## config.mk

```make
export PLATFORM = sky130hd
export DESIGN_NAME = bdeserializer16
export DESIGN_NICKNAME = d
export VERILOG_FILES = /design/src/rtl/bdeserializer16.sv
export SDC_FILE = /design/constraint.sdc
export NUM_CORES = 1
export LEC_CHECK = 0
export CAP_MARGIN = 10
export CORE_AREA = 2 2 67 69
export DETAILED_ROUTE_END_ITERATION = 8
export DIE_AREA = 0 0 69 71
export GPL_ROUTABILITY_DRIVEN = 0
export PLACE_DENSITY = 0.66
export REMOVE_ABC_BUFFERS = 1
export SYNTH_ARGS = -nofsm -noshare
export SYNTH_HDL_FRONTEND = slang
export SYNTH_SLANG_ARGS = --single-unit
```

## constraint.sdc

```tcl
create_clock -name clk -period 4.5 [get_ports clk]
set_input_delay 0.9 -clock clk [delete_from_list [all_inputs] [get_ports clk]]
set_output_delay 0.9 -clock clk [all_outputs]
set_load 0.1 [all_outputs]
```

## src/rtl/bdeserializer16.sv

```systemverilog
// Bit-serial to parallel receiver with valid/ready word output and one word of buffering.
// Optional even-parity bit after the data bits when BDESER_PARITY_EN is defined.
module bdeserializer16 #(
    parameter int WIDTH = 16
) (
    input  logic             clk,
    input  logic             rst,
    input  logic             in_valid,
    input  logic             in_bit,
    input  logic             in_ssl,
    output logic             in_ready,
    output logic             out_valid,
    output logic [WIDTH-1:0] out_data,
    output logic             out_perr,
    input  logic             out_ready
);

`ifdef BDESER_PARITY_EN
    localparam bit PAR_EN = 1'b1;
`else
    localparam bit PAR_EN = 1'b0;
`endif
    localparam int N  = PAR_EN ? WIDTH + 1 : WIDTH;
    localparam int CW = $clog2(WIDTH + 2);

    typedef enum logic [1:0] {IDLE, SHIFT, FULL} state_t;

    state_t           r_state;
    logic [CW-1:0]    r_cnt;
    logic [WIDTH-1:0] r_sr;
    logic             r_dir;
    logic             r_par;

    logic             w_dir;
    logic             w_last;
    logic             w_data_bit;
    logic [WIDTH-1:0] w_sr_nxt;

    // The first bit of a word shifts with the direction it is latching, not the stale one.
    assign w_dir      = (r_state == IDLE) ? in_ssl : r_dir;
    assign w_sr_nxt   = w_dir ? {r_sr[WIDTH-2:0], in_bit} : {in_bit, r_sr[WIDTH-1:1]};
    assign w_last     = (r_cnt == CW'(N - 1));
    assign w_data_bit = (r_cnt < CW'(WIDTH));
    assign in_ready   = (r_state != FULL);

    always_ff @(posedge clk) begin
        if (rst) begin
            r_state   <= IDLE;
            r_cnt     <= '0;
            r_sr      <= '0;
            r_dir     <= 1'b1;
            r_par     <= 1'b0;
            out_valid <= 1'b0;
            out_data  <= '0;
            out_perr  <= 1'b0;
        end else begin
            case (r_state)
                IDLE: begin
                    if (in_valid) begin
                        r_dir   <= in_ssl;
                        r_sr    <= w_sr_nxt;
                        r_par   <= in_bit;
                        r_cnt   <= CW'(1);
                        r_state <= SHIFT;
                    end
                end
                SHIFT: begin
                    if (in_valid) begin
                        r_cnt <= r_cnt + 1'b1;
                        if (w_data_bit) begin
                            r_sr  <= w_sr_nxt;
                            r_par <= r_par ^ in_bit;
                        end
                        if (w_last) begin
                            // Parity bit is the last one and never enters the shift register.
                            r_state   <= FULL;
                            out_valid <= 1'b1;
                            out_data  <= w_data_bit ? w_sr_nxt : r_sr;
                            out_perr  <= PAR_EN ? (r_par ^ in_bit) : 1'b0;
                        end
                    end
                end
                FULL: begin
                    if (out_ready) begin
                        r_state   <= IDLE;
                        r_cnt     <= '0;
                        out_valid <= 1'b0;
                    end
                end
                default: r_state <= IDLE;
            endcase
        end
    end

endmodule

```

**Yosys cells after proc, flatten, opt, wreduce, memory -nomap -nowiden**

Index checks and enable logic that the tools add are counted.

- Register bits: 41
- Output and inout bits: 19
- Bits of input ports: 6

- Add/sub/neg operators: 1
- Eq/ne operators: 8
- Reductions and logical operators: 10
- Magnitude comparators: 1
- Muxes and demuxes: 19

Operators with widths:

| kind | count |
|---|---|
| $mux W16 | 4 |
| $pmux W16 S2 | 1 |
| $mux W5 | 3 |
| $pmux W5 S3 | 1 |
| $reduce_and A4 Y1 | 3 |
| $ne A2 B2 Y1 const B | 5 |
| $mux W2 | 4 |
| $pmux W2 S3 | 1 |
| $reduce_and A3 Y1 | 2 |
| $add A5 B1 Y5 const B | 1 |
| $eq A5 B4 Y1 const B | 1 |
| $lt A5 B5 Y1 const B | 1 |
| $mux W1 | 4 |
| $reduce_bool A2 Y1 | 2 |
| $reduce_bool A3 Y1 | 1 |
| $eq A2 B1 Y1 const B | 1 |
| $eq A2 B2 Y1 const B | 1 |
| $logic_not A2 Y1 | 1 |
| $pmux W1 S2 | 1 |
| $reduce_and A2 Y1 | 1 |

**Depth between registers and ports, before layout**

- Depth after elaboration: 6
- Mapped depth: 8
- Gate-level depth less buffers: 7

**Worst setup path after synthesis**

OpenSTA, ideal clock, no wires.

- Path type: flip-flop to output port
- Start point: register r_state[0]
- End point: output in_ready
- Path buffers: 0
- Setup slack: 2.368 ns
- Arrival: 1.232 ns
- Cell stages (with the launch flop): 4
- Cells stage by stage: dfxtp_1 inv_1 ha_1 inv_1

- Longest elaborated chain between the ends: 1

Ends and longest elaborated chain:

| what | RTL line | text |
|---|---|---|
| start, declared | 28 | `state_t r_state;` |
| start signal, assigned | 48 | `r_state <= IDLE;` |
| start signal, assigned | 64 | `r_state <= SHIFT;` |
| start signal, assigned | 76 | `r_state <= FULL;` |
| $ne A2 B2 Y1 | 44 | `assign in_ready = (r_state != FULL);` |
| end, declared | 11 | `output logic in_ready,` |

Every way passes these cells.

**Final worst setup path**

Same ends and word-level chain as after synthesis.

==> impl_metrics.json <==
{
  "place_hpwl_microns": 2500,
  "grt_pass1_vias": 1409,
  "cts_tree": "built",
  "antenna_cells": 0,
  "netlist_top_cells_count": "dfxtp_1, nor2_1, a211oi_1",
  "antenna_found_initial": 0,
  "ctsHoldBuffers": 0,
  "ir_drop_mv": 0.144,
  "start_util_pct": 43.5,
  "coreArea_sq_um": 4200,
  "clkSlewWorstSetupHoldPaths_ps": 70,
  "vias": 1486,
  "rows": 24,
  "cp.arrival_ps": 2200,
  "cp_max_fo": 3,
  "synth_most_common_cell": "dfxtp_1",
  "layout-drive-gt1-share_pct": 6.45,
  "syn_avg_cell_area_sq_um": 9.23,
  "clock-sinks": 41,
  "grt.overflow.total": 0,
  "setup_viol": 0,
  "antenna_left": 0,
  "r2r_start": "r_cnt[0]",
  "synthTopCellsByArea": "dfxtp_1, mux2i_1, a211oi_1",
  "drc_errors": 0,
  "drt-vias-per-instance": 5.52,
  "p_leak_nw": 0.773,
  "finalHoldViolCount": 0,
  "port_buffers": 23,
  "synth_top_area_share_pct": 44.9,
  "fin_setup_tns_ps": 0,
  "synth_edf_count": 0,
  "outcome": "completed",
  "cp.required_ps": 3600,
  "yosysTopAreaCell": "dfxtp_1",
  "grt_usage_pct": 15.5,
  "clk_latency_ps": 280,
  "slew_viol_final": 0,
  "firstDrtPassIters": 4,
  "cts.repair.resized": 0,
  "total_power_w": 0.000738,
  "ctsLongestPathBuffers": 2,
  "max_cap_viol_count": 0,
  "htree_levels": 2,
  "max_freq_ghz": 0.322,
  "critPathKind": "flop to output pin",
  "min_period_over_period_pct": 68.9,
  "cts_made_buffers": 5,
  "power_density_nw_per_um2": 340,
  "ys_warn_count": 0,
  "cp-startpoint": "r_state[0]",
  "post-route-min-period_ps": 3100,
  "wire_per_inst_microns": 14.1,
  "hold_class": "flop to flop",
  "async_reset_ff_share_pct": 0,
  "finalClockSkew_ps": 4.10,
  "io_pins": 25,
  "grt_max_degree": 33,
  "wl_microns": 3790,
  "tightest_slew_ps": 966,
  "post-cts-setup-buffer-count": 0,
  "start_kind": "flop",
  "syn_area_sq_um": 1830,
  "nets": 230,
  "ys_seq_area_share_pct": 44.9,
  "slew_headroom_pct": 35.4,
  "whs_path_depth": 2,
  "fp.dieArea_sq_um": 4900,
  "chipHeight_microns": 71,
  "r2r.worst_path.cells": 6,
  "ys_seq_elements": 41,
  "cts_root_buf": "clkbuf_8",
  "min_from": "out_valid",
  "die_w_microns": 69,
  "grt_pass1_wl_microns": 6290,
  "end_kind": "output pin",
  "synthFlopType": "dfxtp_1",
  "rsz0062_at_grt": "no",
  "drtIter0Drc": 91,
  "synth.distinct_cells": 33,
  "synthCells": 198,
  "areaGrowthSynthToFinish_pct": 18.8
}
[logic make-up after synthesis]
family | count (synthesis) | synth area share, %
AOI/OAI and AO/OA | 67 | 24.5
other | 1 | 0.205
buffers and inverters | 22 | 5.07
muxes | 17 | 9.52
and+or+nand+nor | 44 | 11.6
DFF | 41 | 44.9
adders and majority gates | 6 | 4.11
[cells in the final DEF (no fill, tap or decap), drive strengths merged]
cell	netlist	routed
clkdlybuf4s50	0	23
clkinv	0	1
a211oi	17	17
a22oi	16	16
a21boi	2	2
o211ai	2	2
a21oi	6	6
nand2b	3	3
nor2	18	18
dfxtp	41	41
o31ai	1	1
nand3	1	1
conb	1	1
nor2b	1	1
o21ba	1	1
a31oi	3	3
a311o	1	1
o21ai	17	17
inv	7	7
or4	3	3
buf	4	5
nor3	1	1
ha	6	6
nand2	10	10
mux2i	17	17
o2111ai	1	1
nor4	1	1
nand4	3	3
and3	1	1
clkbuf	11	5
or3	2	2
[worst max-delay path: stages (launching register included)]
cell and delay [ps]:
dfxtp_1 370, inv_1 90, ha_1 220, inv_1 90, clkdlybuf4s50_1 1140
[per-stage QoR]
step | hold slack, ps | util (%) | cell area (sq um) | std cells | worst slack, ps
global route | 493 | 51.6 | 2170 | 269 | 1330
detailed placement | 466 | 49.9 | 2100 | 263 | 1730
floorplan | 442 | - | 1760 | 183 | 2040
global placement | 457 | 49.9 | 2100 | 263 | 1750
finish | 473 | 51.6 | 2170 | 269 | 1400
CTS | 478 | 51.6 | 2170 | 269 | 1390
[cell type report]
type / count / area [sq um]
Fill cell: 409 / 2030
Multi-Input combinational cell: 135 / 917
Sequential cell: 41 / 821
Timing Repair Buffer: 28 / 268
Clock buffer: 5 / 68.8
Tap cell: 52 / 65.1
Inverter: 7 / 26.3
Clock inverter: 1 / 5.00
[routing by layer]
layer,routed length (microns),GRT usage (%),part of all wire (%)
met4,43,5.88,1.1
met5,0,0,0
met2,1810,26.5,48
met3,138,2.99,3.6
met1,1800,19.5,48
[path summary, 6_finish.rpt]
check	end	slack, ps
setup / recovery	in_ready	1400
hold / removal	out_valid	470
setup reg to reg	out_data[6]	2290
hold reg to reg	out_valid	470
[where the power goes]
part | total, W | internal [W] | switching, W | leakage (nW)
Sequential | 0.000405 | 0.000384 | 0.0000210 | 0.334
Combinational | 0.000114 | 0.0000464 | 0.0000677 | 0.399
Clock | 0.000219 | 0.000102 | 0.000117 | 0.0399
[flip-flops by register name, indices dropped and copies added (netlist names)]
register and cells:
r_cnt 5, r_state 2, r_dir 1, out_valid 1, r_sr 16, out_data 16
Power figures use the tool's default switching activity.
